`src/rtl/result_checker_pkg.sv`:
```
// result_checker_pkg: state encoding and saturating-step constant shared by the checker and its counter
package result_checker_pkg;
   typedef enum logic [1:0] {S_IDLE, S_ARM, S_RUN, S_DONE} state_t;
   localparam logic SAT_INC = 1'b1;
endpackage

```
`src/rtl/result_checker_sat_counter.sv`:
```
// sat_counter: error counter that clears on clr, steps on inc and sticks at all-ones
module sat_counter
   import result_checker_pkg::*;
#(
   parameter int W = 16
) (
   input  logic         clk,
   input  logic         rst,
   input  logic         inc,
   input  logic         clr,
   output logic [W-1:0] count
);
   (* preserve *) logic [W-1:0] r_count;
   always_ff @(posedge clk or posedge rst)
      if (rst) r_count <= '0;
      else if (clr) r_count <= '0;
      else if (inc && r_count != '1) r_count <= r_count + W'(SAT_INC);
   assign count = r_count;
endmodule

```
`config.mk`:
```
export PLATFORM = sky130hd
export DESIGN_NAME = sat_counter
export DESIGN_NICKNAME = d
export VERILOG_FILES = /design/src/rtl/result_checker_pkg.sv /design/src/rtl/result_checker_sat_counter.sv
export SDC_FILE = /design/constraint.sdc
export NUM_CORES = 1
export LEC_CHECK = 0
export BUFFER_PORTS_ARGS = -buffer_cell sky130_fd_sc_hd__buf_4
export CAP_MARGIN = 0
export CORE_AREA = 3 3 46 58
export CTS_CLUSTER_DIAMETER = 60
export DETAILED_ROUTE_END_ITERATION = 12
export DIE_AREA = 0 0 49 61
export GPL_TIMING_DRIVEN = 0
export HOLD_SLACK_MARGIN = 0.12
export PLACE_DENSITY = 0.66
export REMOVE_ABC_BUFFERS = 1
export SLEW_MARGIN = 20
export SYNTH_ARGS = -nofsm -noshare
export SYNTH_HDL_FRONTEND = slang
export SYNTH_SLANG_ARGS = --single-unit
```
`constraint.sdc`:
```
create_clock -name clk -period 5.44 [get_ports clk]
set_input_delay 0.544 -clock clk [delete_from_list [all_inputs] [get_ports clk]]
set_output_delay 0.544 -clock clk [all_outputs]
set_load 0.05 [all_outputs]
```
* After elaboration in Yosys (flattened, before gate mapping)
Index checks and enable logic that the tools add are counted.
Widths: inputs -> output; s select.
** Storage, ports and cells
- Bits in registers :: 16
- Output and inout bits :: 16
- Logic and storage cells :: 7
- Bits of input ports :: 4
** Cells by class
- Mux-type cells :: 2
- Eq/ne operators :: 1
- Reduce and logical (&&, ||, !) cells :: 2
- $add $sub $neg :: 1
** Operators by type and width (number)
- $mux 16 :: 2
- $add 16x1->16 const B :: 1
- $ne 16x16->1 const B :: 1
- $reduce_bool 2->1 :: 1
- $logic_and 1x1->1 :: 1

* Logic depth before layout (Yosys ltp)
Gate-level depths: netlist of run 1.
- Depth in word-level cells :: 4
- Depth in mapped cells :: 6
- Mapped depth without buffers :: 5

* Worst setup path after synthesis of run 1
OpenSTA, ideal clock, no wires.
- Kind :: register to register
- Start :: register r_count[0] (netlist: count[0])
- End :: register r_count[0] (netlist: count[0])
- Buffers on the path :: 1
- Required time :: 5.315 ns
- Arrival time :: 2.010 ns
- Period minus slack after synthesis :: 2.135 ns
- Slack :: 3.305 ns
- Cell stages (with the launch flop) :: 7
- Setup time :: 0.125 ns
- Path through :: dfrtp_1 ha_1 clkbuf_1 nand3_1 nor4_1 nor2b_1 mux2_2
** On the way
- Longest elaborated chain between the ends :: 3
- Elaborated cells between the ends (all ways) :: 6
- Classes of those cells :: add/sub (1); eq/ne (1); mux (2); reduce/logical (2)
** Ends and longest elaborated chain
- start, declared :: RTL line result_checker_sat_counter.sv:13 : (* preserve *) logic [W-1:0] r_count;
- start signal, assigned :: RTL line result_checker_sat_counter.sv:17 : else if (inc && r_count != '1) r_count <= r_count + W'(SAT_INC);
- $add 16x1->16 / $ne 16x16->1 (equally long branches) :: RTL line result_checker_sat_counter.sv:17
- $mux 16 / $logic_and 1x1->1 (equally long branches) :: RTL line result_checker_sat_counter.sv:17
- $mux 16 / $reduce_bool 2->1 (equally long branches)
Parallel ways exist; a longest one is shown, timed or not. The select of a mux whose other input is x is not followed.
A chain may end at the register's enable or synchronous reset.

* Final worst setup path of run 1
Same ends and word-level chain as after synthesis.

==> flow_summary_export.csv, run 1 <==
group,metric,value,unit
global_routing,grt_pass1_vias,818,
synth,seq_area_frac_synth,43.0,%
synth,syn_area,932,um2
synth,synth_top_area_share,43.0,%
clock_tree,clock_latency,290,ps
worst_setup_path,critPathArrivalTime,2200,ps
synth,synth_cell_types,29,
worst_setup_path,max_stage_delay,520,ps
detailed_routing,vias,907,
worst_setup_path,crit_fanout,8,
timing,setup_violations,0,
detailed_routing,drt_wl_total,2140,um
floorplan,initial_core_util,42.2,%
global_routing,grt_pass1_wl,3640,um
finish,drive_above_1_share,24.2,%
worst_setup_path,rrSetupSlack,3420,ps
floorplan,die_w,49,um
status,outcome,"finished, final reports clean",
detailed_routing,route.detailed.drc,0,
finish,seqCellArea,400,um2
timing,finalCriticalPeriod,2020,ps
floorplan,die_y,61,um
timing,rsz0062_at_grt,"no",
job,maxCapViolations,0,
hold_path,hp-class,"in -> async",
timing,worstMarginPinSlew,670,ps
power,power_density,197,nW/um2
timing,slew_viol_final,0,
floorplan,boundaryPins,20,
clock_tree,cts-hold-fix-buffers,0,
finish,final_nets,126,
worst_setup_path,worstPathCellList,"ha_1 -> nand3_1 -> nor4_1 -> nor2b_1 -> mux2_2",
finish,synthToLayoutAreaGrowth,20.7,%
detailed_routing,wl_per_cell,14.2,um
placed_design,dp_hpwl,1530,um
clock_tree,root_buffer,"clkbuf_4",
clock_tree,path_clk_slew,100,ps
timing,max_slew_margin,55.0,%
global_routing,antenna_found_initial,0,
synth,synthTopCellsByArea,"dfrtp_1 43%, a21oi_1 6.4%, or4_1 4.8%",
detailed_routing,firstDrtPassIters,5,
finish,diodes,0,
synth,yosysTopAreaCell,"dfrtp_1",
synth,synthCells,101,
worst_setup_path,critPathKind,"reg -> reg",
detailed_routing,vias_per_cell,6.01,
clock_tree,clock_path_buffers,2,
clock_tree,cts_sinks,16,
timing,finClkSkew,5.77,ps
clock_tree,postCtsResizedCells,0,
finish,multi_input_area,495,um2
worst_setup_path,path_buf_inv,0,
worst_setup_path,cp_top_family,"simple AND/OR/NAND/NOR gates",
worst_setup_path,startpoint_type,"register",
synth,ys_ff_latch,16,
placed_design,gp_congestion,0.759,
timing,finalSetupTns,0,ps
global_routing,track_usage,15.7,%
global_routing,grt_remaining_overflow,0,
placed_design,port_buffers,19,
clock_tree,cts_tree,"built",
detailed_routing,drtIter0Drc,14,
worst_setup_path,cp_slowest_cell,"nor4_1",
synth,syn-mean-instance-area,9.23,um2
global_routing,grt_start_max_net_pins,20,
floorplan,coreArea,2210,um2
synth,yosys_warnings,0,
timing,report.final.hold_viol_count,0,
detailed_routing,postRouteAntennaNets,0,
floorplan,fp.dieArea,2990,um2
worst_setup_path,required,5620,ps
finish,fill_cells,229,
floorplan,rows,19,
timing,fmax,0.495,GHz
timing,fin_crit_sh,37.1,%
clock_tree,post_cts_buffers,0,
finish,largest_register_ffs,16,
power,vdd_drop_max,0.000149,V
clock_tree,cts_max_level,1,
finish,mostFrequentLayoutCells,"19 x buf_4, 16 x dfrtp_1, 12 x a21oi_1",
worst_setup_path,worstSetupEndpointType,"register",
clock_tree,cts_buffers,3,
finish,layout_commonest_cell,"buf_4",
power,p_total,222,uW
power,leakage,0.000447,uW
## kinds of logic (layout without fill, tap and decap cells)
| group | after synthesis | in the layout | share of synthesized area (%) |
|---|---|---|---|
| adder cells (fa/ha/maj) | 1 | 1 | 1.34 |
| buffers and inverters | 7 | 26 | 3.89 |
| AO/OA/AOI/OAI | 25 | 25 | 15.7 |
| multiplexers | 3 | 3 | 3.49 |
| AND/OR/NAND/NOR | 49 | 49 | 32.6 |
| flip-flops | 16 | 16 | 43.0 |
## final cells by class
cell class	count	share of cell area, %
multi-input cells	78	44.0
clock buffers	4	3.23
flip-flops and latches	16	35.6
repair buffers	19	12.7
well taps	31	3.45
inverters	3	1.00
## report_power, final
group	switching, uW	internal (uW)	total [uW]	leakage [uW]
sequential	2.15	120	122	0.000222
combinational	13.5	6.11	19.6	0.000204
clock	38.9	40.8	79.7	0.0000210
total	54.5	167	222	0.000447
## routing by layer
metal  track usage (%)  up-vias  share of wire (%)
met5                 0        -                  0
met4              7.32        0                1.6
met3              3.19        6                6.2
met2              25.8       36                 49
met1              20.0      434                 43
li1                  -      431                  -
## path summary, 6_finish.rpt
check,depth (start not counted),end,start
max reg2reg,5,count[0]$_DFFE_PP0P_,count[0]$_DFFE_PP0P_
max,5,count[0]$_DFFE_PP0P_,count[0]$_DFFE_PP0P_
min reg2reg,2,count[14]$_DFFE_PP0P_,count[14]$_DFFE_PP0P_
min in group clk,2,count[3]$_DFFE_PP0P_,clr
min,2,count[12]$_DFFE_PP0P_,rst
max in group asynchronous,2,count[8]$_DFFE_PP0P_,rst
## cell usage after synthesis
cell	number
buf_4	1
or4_4	1
nand4_1	4
nand2_1	6
and4_1	1
a31oi_1	1
a21oi_1	12
nor2_1	3
or4_1	6
or3_2	1
dfrtp_1	16
o31ai_1	5
o41ai_1	2
nor3_1	4
nand2b_1	2
or4_2	1
mux2i_1	1
nand4_4	1
clkbuf_2	1
mux2_2	2
clkbuf_1	1
nand3_1	7
dlygate4sd1_1	1
ha_1	1
nor2b_1	3
nor4_1	3
or3_1	6
inv_1	3
o21ai_0	5
## metrics by stage
| step | cells | util (%) | area (um2) | hold WS [ps] | setup slack [ps] |
|---|---|---|---|---|---|
| after floorplan | 97 | - | 907 | 458 | 3350 |
| after global placement | 147 | 49.2 | 1090 | 555 | 3440 |
| after detailed placement | 147 | 49.2 | 1090 | 566 | 3430 |
| after CTS | 151 | 50.9 | 1120 | 348 | 3420 |
| after global routing | 151 | 50.9 | 1120 | 367 | 3210 |
| final | 151 | 50.9 | 1120 | 313 | 3420 |
No activity file was read; power rests on OpenSTA's default activity.
==> run 2, diff against run 1 <==
Clock period 5.44 ns to 1.9 ns, I/O delays scaled along.
==> run 2 against run 1 <==
  * Global-route usage increased by 0.37 points
  * Die area did not move
  * Clock skew fell by 2.3 ps
  * Routed wire length up 1.7%
  * Final area increased by 1.9%
  * Cell count grew 0.66%
  * Worst setup slack worse by 3400 ps
  * Sequential power grew to 2.9 times the previous value
  * Total power grew to 2.9 times the previous value
  * Fmax is 7.3% higher
  * Register-to-register slack worse by 3400 ps
  * Critical path type unchanged
==> flow_summary_export.csv, run 2 (synthesis results as in run 1) <==
group,metric,value,unit
status,outcome,"finished, final reports clean",
clock_tree,post_cts_buffers,0,
detailed_routing,route.detailed.drc,0,
clock_tree,clock_latency,290,ps
timing,finClkSkew,3.47,ps
detailed_routing,postRouteAntennaNets,0,
floorplan,boundaryPins,20,
clock_tree,cts_tree,"built",
job,maxCapViolations,0,
power,clockPowerShare,35.7,%
timing,fmax,0.531,GHz
power,intPower,480,uW
global_routing,grt_start_max_net_pins,20,
power,p_switching,156,uW
clock_tree,root_buffer,"clkbuf_4",
floorplan,die_w,49,um
clock_tree,cts_buffers,3,
placed_design,port_buffers,19,
floorplan,coreArea,2210,um2
timing,report.final.hold_viol_count,0,
placed_design,dpl_worst_slack,-102,ps
global_routing,grt_pass1_wl,3740,um
floorplan,die_y,61,um
timing,worstMarginPinSlew,615,ps
timing,rsz0062_at_grt,"yes",
finish,fill_cells,225,
worst_setup_path,worstSetupEndpointType,"register",
finish,diodes,0,
timing,max_slew_margin,59.0,%
timing,finalCriticalPeriod,1880,ps
power,p_sw_share,24.5,%
floorplan,initial_core_util,42.2,%
floorplan,fp.dieArea,2990,um2
global_routing,track_usage,16.0,%
floorplan,rows,19,
finish,largest_register_ffs,16,
placed_design,placed_cell_area,1090,um2
finish,fin_util,51.8,%
finish,mostFrequentLayoutCells,"19 x buf_4, 14 x dfrtp_1, 12 x a21oi_1",
timing,fin_ws,16.9,ps
global_routing,grt_remaining_overflow,0,
power,vdd_drop_max,0.000433,V
power,power_density,555,nW/um2
hold_path,hp-class,"in -> reg",
power,p_seq_share,55.1,%
placed_design,placed_cells,147,
finish,synthToLayoutAreaGrowth,23.0,%
worst_setup_path,critPathArrivalTime,2100,ps
detailed_routing,firstDrtPassIters,4,
timing,fin_crit_sh,99.1,%
global_routing,antenna_found_initial,0,
worst_setup_path,required,2120,ps
detailed_routing,vias,904,
power,p_comb_share,9.2,%
detailed_routing,drtIter0Drc,15,
detailed_routing,vias_per_cell,5.95,
global_routing,grt_pass1_vias,834,
worst_setup_path,crit_fanout,7,
clock_tree,clock_path_buffers,2,
clock_tree,path_clk_slew,100,ps
finish,post-route-cell-area,1150,um2
power,leakage,0.000446,uW
placed_design,gp_congestion,0.759,
finish,fin_cells,152,
timing,setup_violations,0,
finish,drive_above_1_share,27.3,%
detailed_routing,wl_per_cell,14.3,um
finish,final_nets,127,
clock_tree,cts_sinks,16,
clock_tree,cts_max_level,1,
placed_design,dp_hpwl,1530,um
finish,layout_commonest_cell,"buf_4",
timing,finalSetupTns,0,ps
worst_setup_path,startpoint_type,"register",
timing,slew_viol_final,0,
worst_setup_path,critPathKind,"reg -> reg",
detailed_routing,drt_wl_total,2180,um
[run 2: cell types whose count changed in the layout (fill, tap and decap cells not counted), sizes merged]
cell and change:
dlygate4sd3 +1
[run 2: power by group through the flow]
stage               sequential [uW]  combinational (uW)  clock, uW
finish                          351                58.3        227
global route                    352                64.4        246
CTS                             351                59.1        230
detailed placement              357                57.3          0
global placement                357                56.5          0
floorplan                       371                18.4          0
[run 2: what timing repair did]
item	4_1_cts	5_1_grt
hold buffers	1	0
endpoints found under the hold margin	16	0
endpoints found under the setup margin	1	9
cloned	0	0
pin swaps	0	1
gates resized for setup	1	3
[run 2: per-stage QoR]
stage	hold slack [ps]	power (uW)
3_3_place_gp	314	414
3_5_place_dp	311	415
5_1_grt	201	662
2_1_floorplan	104	389
6_report	200	636
4_1_cts	199	639
[run 2: per-layer routing]
layer	global-route usage (%)	vias to the layer above	share of wire [%]
met5	0	-	0
met3	3.44	4	6.6
met4	6.91	0	1.1
met2	26.8	40	49
met1	20.3	429	44
li1	-	431	-
[run 2: layout make-up]
cell class	count	area (um2)	area share, %
multi-input cells	78	504	44.0
flip-flops and latches	16	403	35.2
repair buffers	20	153	13.3
clock buffers	4	36.3	3.17
well taps	31	38.8	3.38
inverters	3	11.3	0.983
[run 2: path summary, 6_finish.rpt]
| path | startpoint | endpoint | slack, ps | depth (start not counted) |
|---|---|---|---|---|
| worst max-delay path | count[7]$_DFFE_PP0P_ | count[13]$_DFFE_PP0P_ | 20 | 4 |
| worst min-delay path | clr | count[3]$_DFFE_PP0P_ | 200 | 2 |
| worst max register to register | count[7]$_DFFE_PP0P_ | count[13]$_DFFE_PP0P_ | 20 | 4 |
| worst min register to register | count[14]$_DFFE_PP0P_ | count[14]$_DFFE_PP0P_ | 580 | 2 |
| max in group asynchronous | rst | count[2]$_DFFE_PP0P_ | 940 | 3 |
| min in group asynchronous | rst | count[12]$_DFFE_PP0P_ | 530 | 3 |
[run 2: worst max-delay path, stage by stage, from the launching register on]
cell	delay, ps
dfrtp_1	490
nand4_4	180
or4_4	590
or4_1	410
a21oi_1	150
==> run 3, diff against run 2 <==
Settings changed: BUFFER_PORTS_ARGS -buffer_cell sky130_fd_sc_hd__buf_4 to -buffer_cell sky130_fd_sc_hd__buf_2.
==> run 3 against run 2 <==
  * Global-route usage shrank 0.39 points
  * Via count shrank 1.7%
  * Highest routed layer unchanged
  * Sequential share of layout area grew 1.2 points
  * Die area is the same
  * Largest cell class unchanged
  * Critical endpoint unchanged
  * Final area shrank 2.4%
  * Non-clock buffer count grew 1
  * Worst hold slack gained 83 ps
  * Combinational power shrank 7.9%
==> flow_summary_export.csv, run 3 (synthesis results as in run 1) <==
group,metric,value,unit
status,outcome,"finished, final reports clean",
floorplan,die_y,61,um
timing,report.final.hold_viol_count,0,
hold_path,min-delay-start,"inc",
finish,diodes,0,
floorplan,initial_core_util,42.2,%
finish,final_nets,128,
timing,fin_crit_sh,97.9,%
floorplan,boundaryPins,20,
power,clockPowerShare,36.7,%
timing,fin_ws,40.4,ps
power,vdd_drop_max,0.000410,V
finish,drive_above_1_share,30.3,%
placed_design,port_buffers,19,
worst_setup_path,worstSetupEndpointType,"register",
floorplan,fp.dieArea,2990,um2
placed_design,placed_cells,147,
timing,rsz0062_at_grt,"yes",
job,maxCapViolations,0,
timing,finClkSkew,5.68,ps
worst_setup_path,r2r-start,"count[4]$_DFFE_PP0P_",
floorplan,coreArea,2210,um2
clock_tree,path_clk_slew,90,ps
power,p_sw_share,25.4,%
worst_setup_path,rrSetupSlack,40,ps
finish,largest_register_ffs,16,
detailed_routing,routed.top_layer,"met4",
clock_tree,cts_sinks,16,
timing,worstMarginPinSlew,607,ps
power,p_switching,162,uW
worst_setup_path,reg2reg_to,"count[13]$_DFFE_PP0P_",
detailed_routing,firstDrtPassIters,4,
detailed_routing,drt_wl_total,2130,um
detailed_routing,wl_met3,117,um
power,p_comb_share,8.4,%
clock_tree,clock_path_buffers,2,
power,p_total,638,uW
finish,layout_commonest_cell,"buf_2",
detailed_routing,wl_met2,999,um
finish,synthToLayoutAreaGrowth,20.0,%
placed_design,dpl_worst_slack,-116,ps
worst_setup_path,cp_top_family,"simple AND/OR/NAND/NOR gates",
global_routing,grt_pass1_wl,3610,um
worst_setup_path,worstPathCellList,"nand4_1 -> or4_4 -> or4_1 -> a21oi_1",
clock_tree,cts_tree,"built",
clock_tree,root_buffer,"clkbuf_4",
detailed_routing,vias,889,
timing,fmax,0.538,GHz
hold_path,holdPathStages,3,
worst_setup_path,max_stage_delay,570,ps
finish,mostFrequentLayoutCells,"19 x buf_2, 12 x a21oi_1, 11 x dfrtp_1",
detailed_routing,route.detailed.drc,0,
worst_setup_path,crit_fanout,6,
worst_setup_path,setup.worst_path.start,"count[4]$_DFFE_PP0P_",
worst_setup_path,reg2regPathDepth,4,
worst_setup_path,path_buf_inv,0,
floorplan,rows,19,
global_routing,grt_remaining_overflow,0,
worst_setup_path,startpoint_type,"register",
global_routing,antenna_found_initial,0,
power,intPower,477,uW
worst_setup_path,critPathKind,"reg -> reg",
placed_design,gp_congestion,0.790,
detailed_routing,drt-met1-wl,958,um
timing,finalCriticalPeriod,1860,ps
global_routing,grt_pass1_vias,771,
worst_setup_path,required,2120,ps
global_routing,grt_start_max_net_pins,20,
clock_tree,cts_max_level,1,
clock_tree,clock_latency,300,ps
hold_path,holdPathEnd,"count[6]$_DFFE_PP0P_",
worst_setup_path,cp_slowest_cell,"or4_4",
timing,setup_violations,0,
power,leakage,0.000461,uW
global_routing,track_usage,15.6,%
power,p_seq_share,54.9,%
hold_path,hp-class,"in -> reg",
finish,fin_cells,153,
timing,slew_viol_final,0,
detailed_routing,wl_per_cell,13.9,um
detailed_routing,drtIter0Drc,19,
timing,max_slew_margin,59.5,%
placed_design,dp_hpwl,1480,um
detailed_routing,postRouteAntennaNets,0,
detailed_routing,vias_per_cell,5.81,
worst_setup_path,critPathArrivalTime,2080,ps
clock_tree,cts_buffers,3,
power,power_density,571,nW/um2
floorplan,die_w,49,um
run 3: cell count changes in the layout (fill, tap and decap cells not counted):
| cell | delta |
|---|---|
| buf_2 | +19 |
| buf_4 | -18 |
| dfrtp_1 | -3 |
| dfrtp_2 | +3 |
| nor4_2 | -1 |
| nor4_4 | +1 |
run 3: worst reg2reg max path, stage by stage, from the launching register on:
cell	delay [ps]
dfrtp_1	430
nand4_1	220
or4_4	570
or4_1	410
a21oi_1	160
run 3: how the worst max path moves through the flow:
stage                       endpoint  slack, ps  depth (start not counted)
2_1_floorplan  count[13]$_DFFE_PP0P_       -190                          4
3_3_place_gp    count[0]$_DFFE_PP0P_        -70                          5
3_5_place_dp    count[0]$_DFFE_PP0P_       -120                          5
4_1_cts        count[13]$_DFFE_PP0P_          5                          4
5_1_grt        count[13]$_DFFE_PP0P_        -60                          4
6_report       count[13]$_DFFE_PP0P_         40                          4
run 3: layout make-up:
cell class	count	area, um2
Tap cell	31	38.8
Inverter	3	11.3
Multi-Input combinational cell	78	513
Timing Repair Buffer	21	113
Clock buffer	4	36.3
Fill cell	220	1090
Sequential cell	16	407
run 3: timing repair:
item / 4_1_cts / 5_1_grt
gates cloned: 0 / 0
pin swaps: 0 / 1
setup buffers: 0 / 1
endpoints found under the hold margin: 16 / 0
hold buffers: 1 / 0
resized for setup: 2 / 6
setup endpoints to repair: 2 / 5
run 3: metrics by stage:
step	setup TNS (ps)	utilization, %	hold slack [ps]	instance area, um2
6_report	0	50.6	283	1120
5_1_grt	-222	50.6	285	1120
4_1_cts	0	49.5	274	1090
3_5_place_dp	-116	47.1	296	1040
3_3_place_gp	-71.9	47.1	296	1040
2_1_floorplan	-812	-	104	907
run 3: power by group through the flow:
| stage | clock network [uW] | registers, uW | logic, uW |
|---|---|---|---|
| after global placement | 0 | 357 | 52.1 |
| after global routing | 258 | 351 | 59.6 |
| after CTS | 244 | 351 | 54.3 |
| after detailed placement | 0 | 357 | 52.6 |
| final | 234 | 350 | 53.7 |
| after floorplan | 0 | 371 | 18.4 |
run 3: per-layer routing:
metal	GRT usage (%)	up-vias
met1	20.8	422
met3	2.70	5
met4	8.54	0
li1	-	433
met2	24.5	29
met5	0	-
